## src/rtl/operand_issue_ctrl.sv

```systemverilog
// operand_issue_ctrl: issues one decoded instruction at a time, reads x1..x31 operands, starts the ALU and writes back.
// Define ISSUE_WATCHDOG_EN to add the EXEC watchdog and the sticky oTIMEOUT output.
module operand_issue_ctrl #(
    parameter int TIMEOUT_CYCLES = 32
) (
    input  logic        iCLK,
    input  logic        iRST,
    input  logic        iISSUE_VALID,
    output logic        oISSUE_READY,
    input  logic [4:0]  iRD,
    input  logic [4:0]  iRS1,
    input  logic [4:0]  iRS2,
    input  logic [31:0] iIMM,
    input  logic        iUSE_IMM,
    input  logic        iWB_EN,
    output logic [31:0] oALU_IN1,
    output logic [31:0] oALU_IN2,
    output logic        oALU_START,
    input  logic [31:0] iALU_OUT,
    input  logic        iALU_DONE,
    output logic        oRETIRE,
    output logic [4:0]  oWB_RD,
    output logic [31:0] oWB_DATA,
`ifdef ISSUE_WATCHDOG_EN
    output logic        oTIMEOUT,
`endif
    input  logic [4:0]  iDBG_ADDR,
    output logic [31:0] oDBG_DATA
);
    typedef enum logic [1:0] {IDLE, READ, EXEC, WB} stateT;
    stateT       state;
    logic [31:0] regs [32];
    logic [4:0]  rdQ, rs1Q, rs2Q;
    logic [31:0] immQ, rs1Val, rs2Val;
    logic        useImmQ, wbEnQ;
`ifdef ISSUE_WATCHDOG_EN
    logic [31:0] wdCnt;
`else
    if (TIMEOUT_CYCLES < 1) begin : gTimeoutMustBePositive
    end
`endif
    assign oISSUE_READY = state == IDLE;
    assign rs1Val = rs1Q == 5'd0 ? 32'd0 : regs[rs1Q];
    assign rs2Val = rs2Q == 5'd0 ? 32'd0 : regs[rs2Q];
    assign oDBG_DATA = iDBG_ADDR == 5'd0 ? 32'd0 : regs[iDBG_ADDR];
    always_ff @(posedge iCLK) begin
        if (iRST) begin
            state      <= IDLE;
            for (int i = 0; i < 32; i++) regs[i] <= '0;
            rdQ        <= '0;
            rs1Q       <= '0;
            rs2Q       <= '0;
            immQ       <= '0;
            useImmQ    <= 1'b0;
            wbEnQ      <= 1'b0;
            oALU_IN1   <= '0;
            oALU_IN2   <= '0;
            oALU_START <= 1'b0;
            oRETIRE    <= 1'b0;
            oWB_RD     <= '0;
            oWB_DATA   <= '0;
`ifdef ISSUE_WATCHDOG_EN
            wdCnt      <= '0;
            oTIMEOUT   <= 1'b0;
`endif
        end else begin
            oALU_START <= 1'b0;
            oRETIRE    <= 1'b0;
            case (state)
                IDLE: if (iISSUE_VALID) begin
                    rdQ     <= iRD;
                    rs1Q    <= iRS1;
                    rs2Q    <= iRS2;
                    immQ    <= iIMM;
                    useImmQ <= iUSE_IMM;
                    wbEnQ   <= iWB_EN;
                    state   <= READ;
                end
                READ: begin
                    oALU_IN1   <= rs1Val;
                    oALU_IN2   <= useImmQ ? immQ : rs2Val;
                    oALU_START <= 1'b1;
`ifdef ISSUE_WATCHDOG_EN
                    wdCnt      <= '0;
`endif
                    state      <= EXEC;
                end
                EXEC: if (iALU_DONE) begin
                    oWB_DATA <= iALU_OUT;
                    oWB_RD   <= rdQ;
                    oRETIRE  <= 1'b1;
                    state    <= WB;
                end
`ifdef ISSUE_WATCHDOG_EN
                // Give up on a hung unit: retire with a zero result.
                else if (wdCnt == 32'(TIMEOUT_CYCLES - 1)) begin
                    oTIMEOUT <= 1'b1;
                    oWB_DATA <= '0;
                    oWB_RD   <= rdQ;
                    oRETIRE  <= 1'b1;
                    state    <= WB;
                end else wdCnt <= wdCnt + 32'd1;
`endif
                WB: begin
                    if (wbEnQ && rdQ != 5'd0) regs[rdQ] <= oWB_DATA;
                    state <= IDLE;
                end
                default: state <= IDLE;
            endcase
        end
    end
endmodule
```

## config.mk

```make
export PLATFORM = sky130hd
export DESIGN_NAME = operand_issue_ctrl
export DESIGN_NICKNAME = d
export VERILOG_FILES = /design/src/rtl/operand_issue_ctrl.sv
export SDC_FILE = /design/constraint.sdc
export NUM_CORES = 2
export LEC_CHECK = 0
export CAP_MARGIN = 20
export CORE_ASPECT_RATIO = 1.1
export CORE_MARGIN = 4
export CORE_UTILIZATION = 30
export DETAILED_ROUTE_END_ITERATION = 8
export PLACE_DENSITY = 0.43
export REMOVE_ABC_BUFFERS = 1
export SYNTH_ARGS = -nofsm -noshare
export SYNTH_HDL_FRONTEND = slang
export SYNTH_SLANG_ARGS = --single-unit
```

## constraint.sdc

```tcl
create_clock -name iCLK -period 2.51 [get_ports iCLK]
set_clock_uncertainty 0.05 [all_clocks]
set_input_delay 0.502 -clock iCLK [delete_from_list [all_inputs] [get_ports iCLK]]
set_output_delay 0.502 -clock iCLK [all_outputs]
set_load 0.05 [all_outputs]
```

After elaboration in Yosys (flattened, before gate mapping)
Memories as Yosys holds them, arrays and structs flattened. A register that Yosys moved wholly into a read port is not among the register bits.
Index checks and enable logic that the tools add are counted.
{ "totals": {"regBits": 154, "mem_bits_rw": 1024, "input_bits": 90, "output_inout_bits": 136, "elab_cells": 53, "n_memories": 1} }
{ "memory_table": {"columns": ["name", "words", "width", "rd", "rd_clocked_by_memory_dff", "wr", "line_no", "rtl"], "rows": [
  ["regs", 32, 32, 3, 2, 32, "32", "logic [31:0] regs [32];"]
]} }
{ "op_classes": {"eq_ne": 5, "n_mux": 22, "n_bitwise": 1, "n_reduce_logical": 11} }
{ "ops": {"columns": ["operator", "count"], "rows": [
  ["2-to-1 mux 32 bit", 5],
  ["OR reduction 32 bit", 1],
  ["2-to-1 mux 5 bit", 5],
  ["zero test 5 bit", 3],
  ["2-to-1 mux 1 bit", 9],
  ["case mux 2 bit (4 select lines)", 1],
  ["AND reduction 2 bit", 3],
  ["nonzero test 5 bit", 1],
  ["equality test 2 bit (second input constant)", 2],
  ["2-to-1 mux 2 bit", 2],
  ["inequality test 2 bit (second input constant)", 2],
  ["equality test 2 x 1 -> 1 bit (second input constant)", 1],
  ["zero test 2 bit", 1],
  ["OR reduction 2 bit", 1],
  ["logical AND 1 bit", 1],
  ["NOT 1 bit", 1]
]} }

Depth between registers and ports, before layout
{ "logic_depth": {"word_depth": 8, "mapped_depth": 9, "ltp_nobuf": 6} }

Worst setup path before layout
Ideal clock, no wire load.
{ "synth_path": {"kind": "input -> output", "start": "input iDBG_ADDR[1]", "end": "output oDBG_DATA[11]", "arrival_ps": 2382, "required_time_ps": 1958, "slack_ps": -424, "path_stages": 7, "n_path_buf": 3, "cell_sequence": "clkbuf_1 buf_2 buf_1 mux4_2 mux4_2 nand2_1 o21ai_1"} }
{ "synth_via": {"elab_chain_cells": 2, "elab_cells_between_ends": 3, "cone_classes": "mux (1); reduce/logical (1); memory (1)"} }
{ "synth_rtl": {"columns": ["element", "line_no", "rtl"], "rows": [
  ["start: declaration", "27", "input logic [4:0] iDBG_ADDR,"],
  ["memory (32 x 32 bit) or zero test 5 bit (tied branches)", null, null],
  ["2-to-1 mux 32 bit *", "45", "assign oDBG_DATA = iDBG_ADDR == 5'd0 ? 32'd0 : regs[iDBG_ADDR];"],
  ["end: declaration", "28", "output logic [31:0] oDBG_DATA"]
]} }
Every way passes the cells marked *; elsewhere a longest branch is shown, timed or not.

==> impl_metrics.csv <==
group,metric,value,unit
floorplanning,die_x,465,microns
sta,setup_viol,33,
clock_network,cts_buffer_depth,3,
worst_hold_path,worst_hold_path_type,"input pin to flop",
sta,slew_viol_final,0,
drt,via_per_inst,5.89,
drt,wl_per_cell,39.7,microns
synth,ys.flop_type,"edfxtp_1",
power_and_ir_drop,power.total,0.0643,W
floorplanning,initial_core_util,0.302,
worst_hold_path,worstHoldPathCells,3,
synth,yosys_warnings,0,
global_routing,antenna_found_initial,54,
clock_network,cts_buffers,147,
sta,fin_crit,3230,ps
drt,drt.antenna.violating_nets,0,
synth,synth_edf_count,1024,
synth,ys_seq_area_frac,0.494,
global_routing,grt_pass1_vias,53000,
power_and_ir_drop,clkPwrFrac,0.348,
drt,topRoutingLayerUsed,"met5",
sta,fmax,0.309,GHz
sta,tightest_slew,777,ps
drt,remaining_drc_errors,0,
synth,postSynth.asyncResetShare,0,
outcome,violations,"setup timing",
placement,numPlacedInstances,8633,
synth,synth_area_leaders,"edfxtp_1, mux4_2, mux2i_1",
global_routing,grt_pass1_wl,479,mm
synth,yosysMostFrequentCell,"edfxtp_1",
drt,dr_wl_met2,163,mm
synth,synth_cells,5119,
drt,wl_met3,30.0,mm
floorplanning,die_h,511,microns
critical_path,worstPathArrival,2680,ps
synth,synth.avg_cell_area,13.5,sq um
layout,stdcell_count,9056,
synth,ys_seq_elements,1188,
clock_network,cts_sinks,1188,
synth,ys_types,42,
global_routing,grt_max_degree,59,
global_routing,overflow,0,
sta,rsz0062_at_grt,"true",
synth,synth_top_area_frac,0.446,
outcome,outcome,"finished with violations",
critical_path,worstSetupPathType,"flop to output port",
power_and_ir_drop,p_leak,31.6,nW
clock_network,clk_pin_slew_worst_paths,60,ps
floorplanning,rows,184,
clock_network,insertion_delay,830,ps
placement,numPortBuffers,225,
drt,routedLengthMet1,146,mm
drt,dr_total_vias,53400,
floorplanning,core_area,229000,sq um
drt,wirelength,360,mm
drt,drt_iter0_markers,7107,
clock_network,clock-root-buffer,"clkbuf_16",
sta,tns,-20520,ps
floorplanning,num_io_pins,226,
clock_network,htree_levels,4,
power_and_ir_drop,p_int,0.0427,W
critical_path,startpoint_type,"flop",
clock_network,cts_tree,"done",
floorplanning,die_area,238000,sq um
power_and_ir_drop,switchingPower,0.0216,W
critical_path,reg2regPathDepth,9,
global_routing,track_usage,0.294,
power_and_ir_drop,p_per_area,726,nW/um^2
sta,finalHoldViolCount,0,
layout,area_delta_synth_final,28.5,%
power_and_ir_drop,ir_drop,817,uV
placement,dpl.hpwl,237,mm
synth,netlist_area,69000,sq um
sta,worst_slack,-722,ps
drt,drt_first_pass_iters,6,
layout,layout.nets,5945,
sta,slew_headroom,0.482,
power_and_ir_drop,p_sw_frac,0.336,
layout,final_layout_size_suffix_gt1_frac,0.332,
critical_path,cp_data_required_time,1960,ps
synth,synth_top_area_cell,"edfxtp_1",
layout,fill_cells,21600,
critical_path,cp-end-kind,"output port",
sta,fin_crit_sh,1.29,
placement,gp_congestion,0.897,
power_and_ir_drop,power_frac_comb,0.288,
critical_path,cp_max_fo,3,
synth,synthTopCellsByCount,"edfxtp_1, and2_1, mux2i_1",
run,drv_cap,0,
power_and_ir_drop,sequentialPowerShare,0.365,
-- registers in the layout (all words and copies together), names as in the netlist, 5 cells and up, named ones only --
signal and cells:
oALU_IN2 32, regs 1024, rs1Q 5, oALU_IN1 32, rdQ 5, oWB_DATA 32, oWB_RD 5, rs2Q 5
immQ 32
-- power by group through the flow --
| stage | Combinational [W] | Sequential [W] | Clock [W] |
|---|---|---|---|
| finish | 0.0185 | 0.0235 | 0.0224 |
| global route | 0.0190 | 0.0235 | 0.0234 |
| CTS | 0.0179 | 0.0234 | 0.0226 |
| detailed placement | 0.0176 | 0.0239 | 0 |
| global placement | 0.0176 | 0.0239 | 0 |
| floorplan | 0.00834 | 0.0251 | 0 |
-- critical path: stages, from the launching register on --
cell and delay, ps:
edfxtp_1 450, mux4_2 500, mux4_2 460, nand2_1 60, o21ai_1 50, buf_4 170, buf_12 150
-- metal layers --
| layer | GRT usage | vias up |
|---|---|---|
| li1 | - | 21300 |
| met2 | 0.460 | 3157 |
| met5 | 0.00707 | - |
| met4 | 0.135 | 4 |
| met1 | 0.392 | 28200 |
| met3 | 0.0594 | 737 |
-- kinds of logic (layout without fill, tap and decap cells) --
logic type      Yosys count  count (layout)  synth area share
buf+inv                 596            1421            0.0388
flops                  1188            1188             0.494
fa+ha+maj                 4               4          0.000726
mux                    1217            1217             0.270
simple gates           1414            1414             0.118
compound gates          699             699            0.0784
other cells               1              44         0.0000544
-- worst paths after layout --
kind           startpoint            to  slack, ps
max           regs[27][8]  oDBG_DATA[8]       -720
min          iALU_OUT[17]  oWB_DATA[17]        160
max reg2reg          flop   oALU_IN2[8]          0
min reg2reg     oWB_RD[0]     oWB_RD[0]        410
-- what timing repair did --
action	in CTS	in global routing
resized for setup	186	75
hold buffers	1	0
endpoints found under the hold margin	1	0
pin swaps	18	17
setup buffers	61	77
endpoints found under the setup margin	169	257
gates cloned	0	3
-- area by class of cell --
type                       instances  area [sq um]  area share
inverter                          38           143     0.00161
clock buffer                     184          4030      0.0455
clock inverter                    89           905      0.0102
timing repair buffer            1110         12200       0.137
antenna                           12          30.0    0.000339
sequential                      1188         34100       0.384
tap                             3069          3840      0.0433
multi-input combinational       3366         33500       0.378
-- layout by cell type, fill, tap and decap left out, types with 27 or more instances in the layout --
| cell | Yosys | layout |
|---|---|---|
| a22o_1 | 96 | 96 |
| nor2b_1 | 40 | 34 |
| dlygate4sd2_1 | 0 | 68 |
| buf_12 | 0 | 255 |
| buf_4 | 59 | 664 |
| a221oi_1 | 99 | 82 |
| nand3_1 | 27 | 27 |
| conb_1 | 1 | 32 |
| a22oi_1 | 152 | 152 |
| o221ai_1 | 32 | 31 |
| nor2_4 | 0 | 35 |
| a211oi_1 | 56 | 51 |
| edfxtp_1 | 1024 | 1024 |
| mux4_2 | 512 | 512 |
| clkdlybuf4s50_1 | 0 | 83 |
| clkbuf_16 | 0 | 154 |
| nand2b_1 | 35 | 32 |
| nand2_2 | 0 | 27 |
| and2_1 | 998 | 992 |
| clkinv_2 | 0 | 28 |
| dfxtp_1 | 164 | 156 |
| nand2_1 | 233 | 201 |
| mux2i_1 | 665 | 665 |
| mux2_2 | 40 | 40 |
| a21oi_1 | 126 | 126 |
| o22ai_1 | 33 | 28 |
-- metrics by stage --
step	area, sq um	hold slack, ps	setup slack [ps]	utilization
floorplan	66500	381	-13940	-
global placement	81700	397	-783	0.357
detailed placement	81700	400	-797	0.357
CTS	87600	117	-799	0.383
global route	88600	149	-792	0.388
finish	88600	165	-722	0.388
Note: power is estimated with default switching activity, not from simulation.
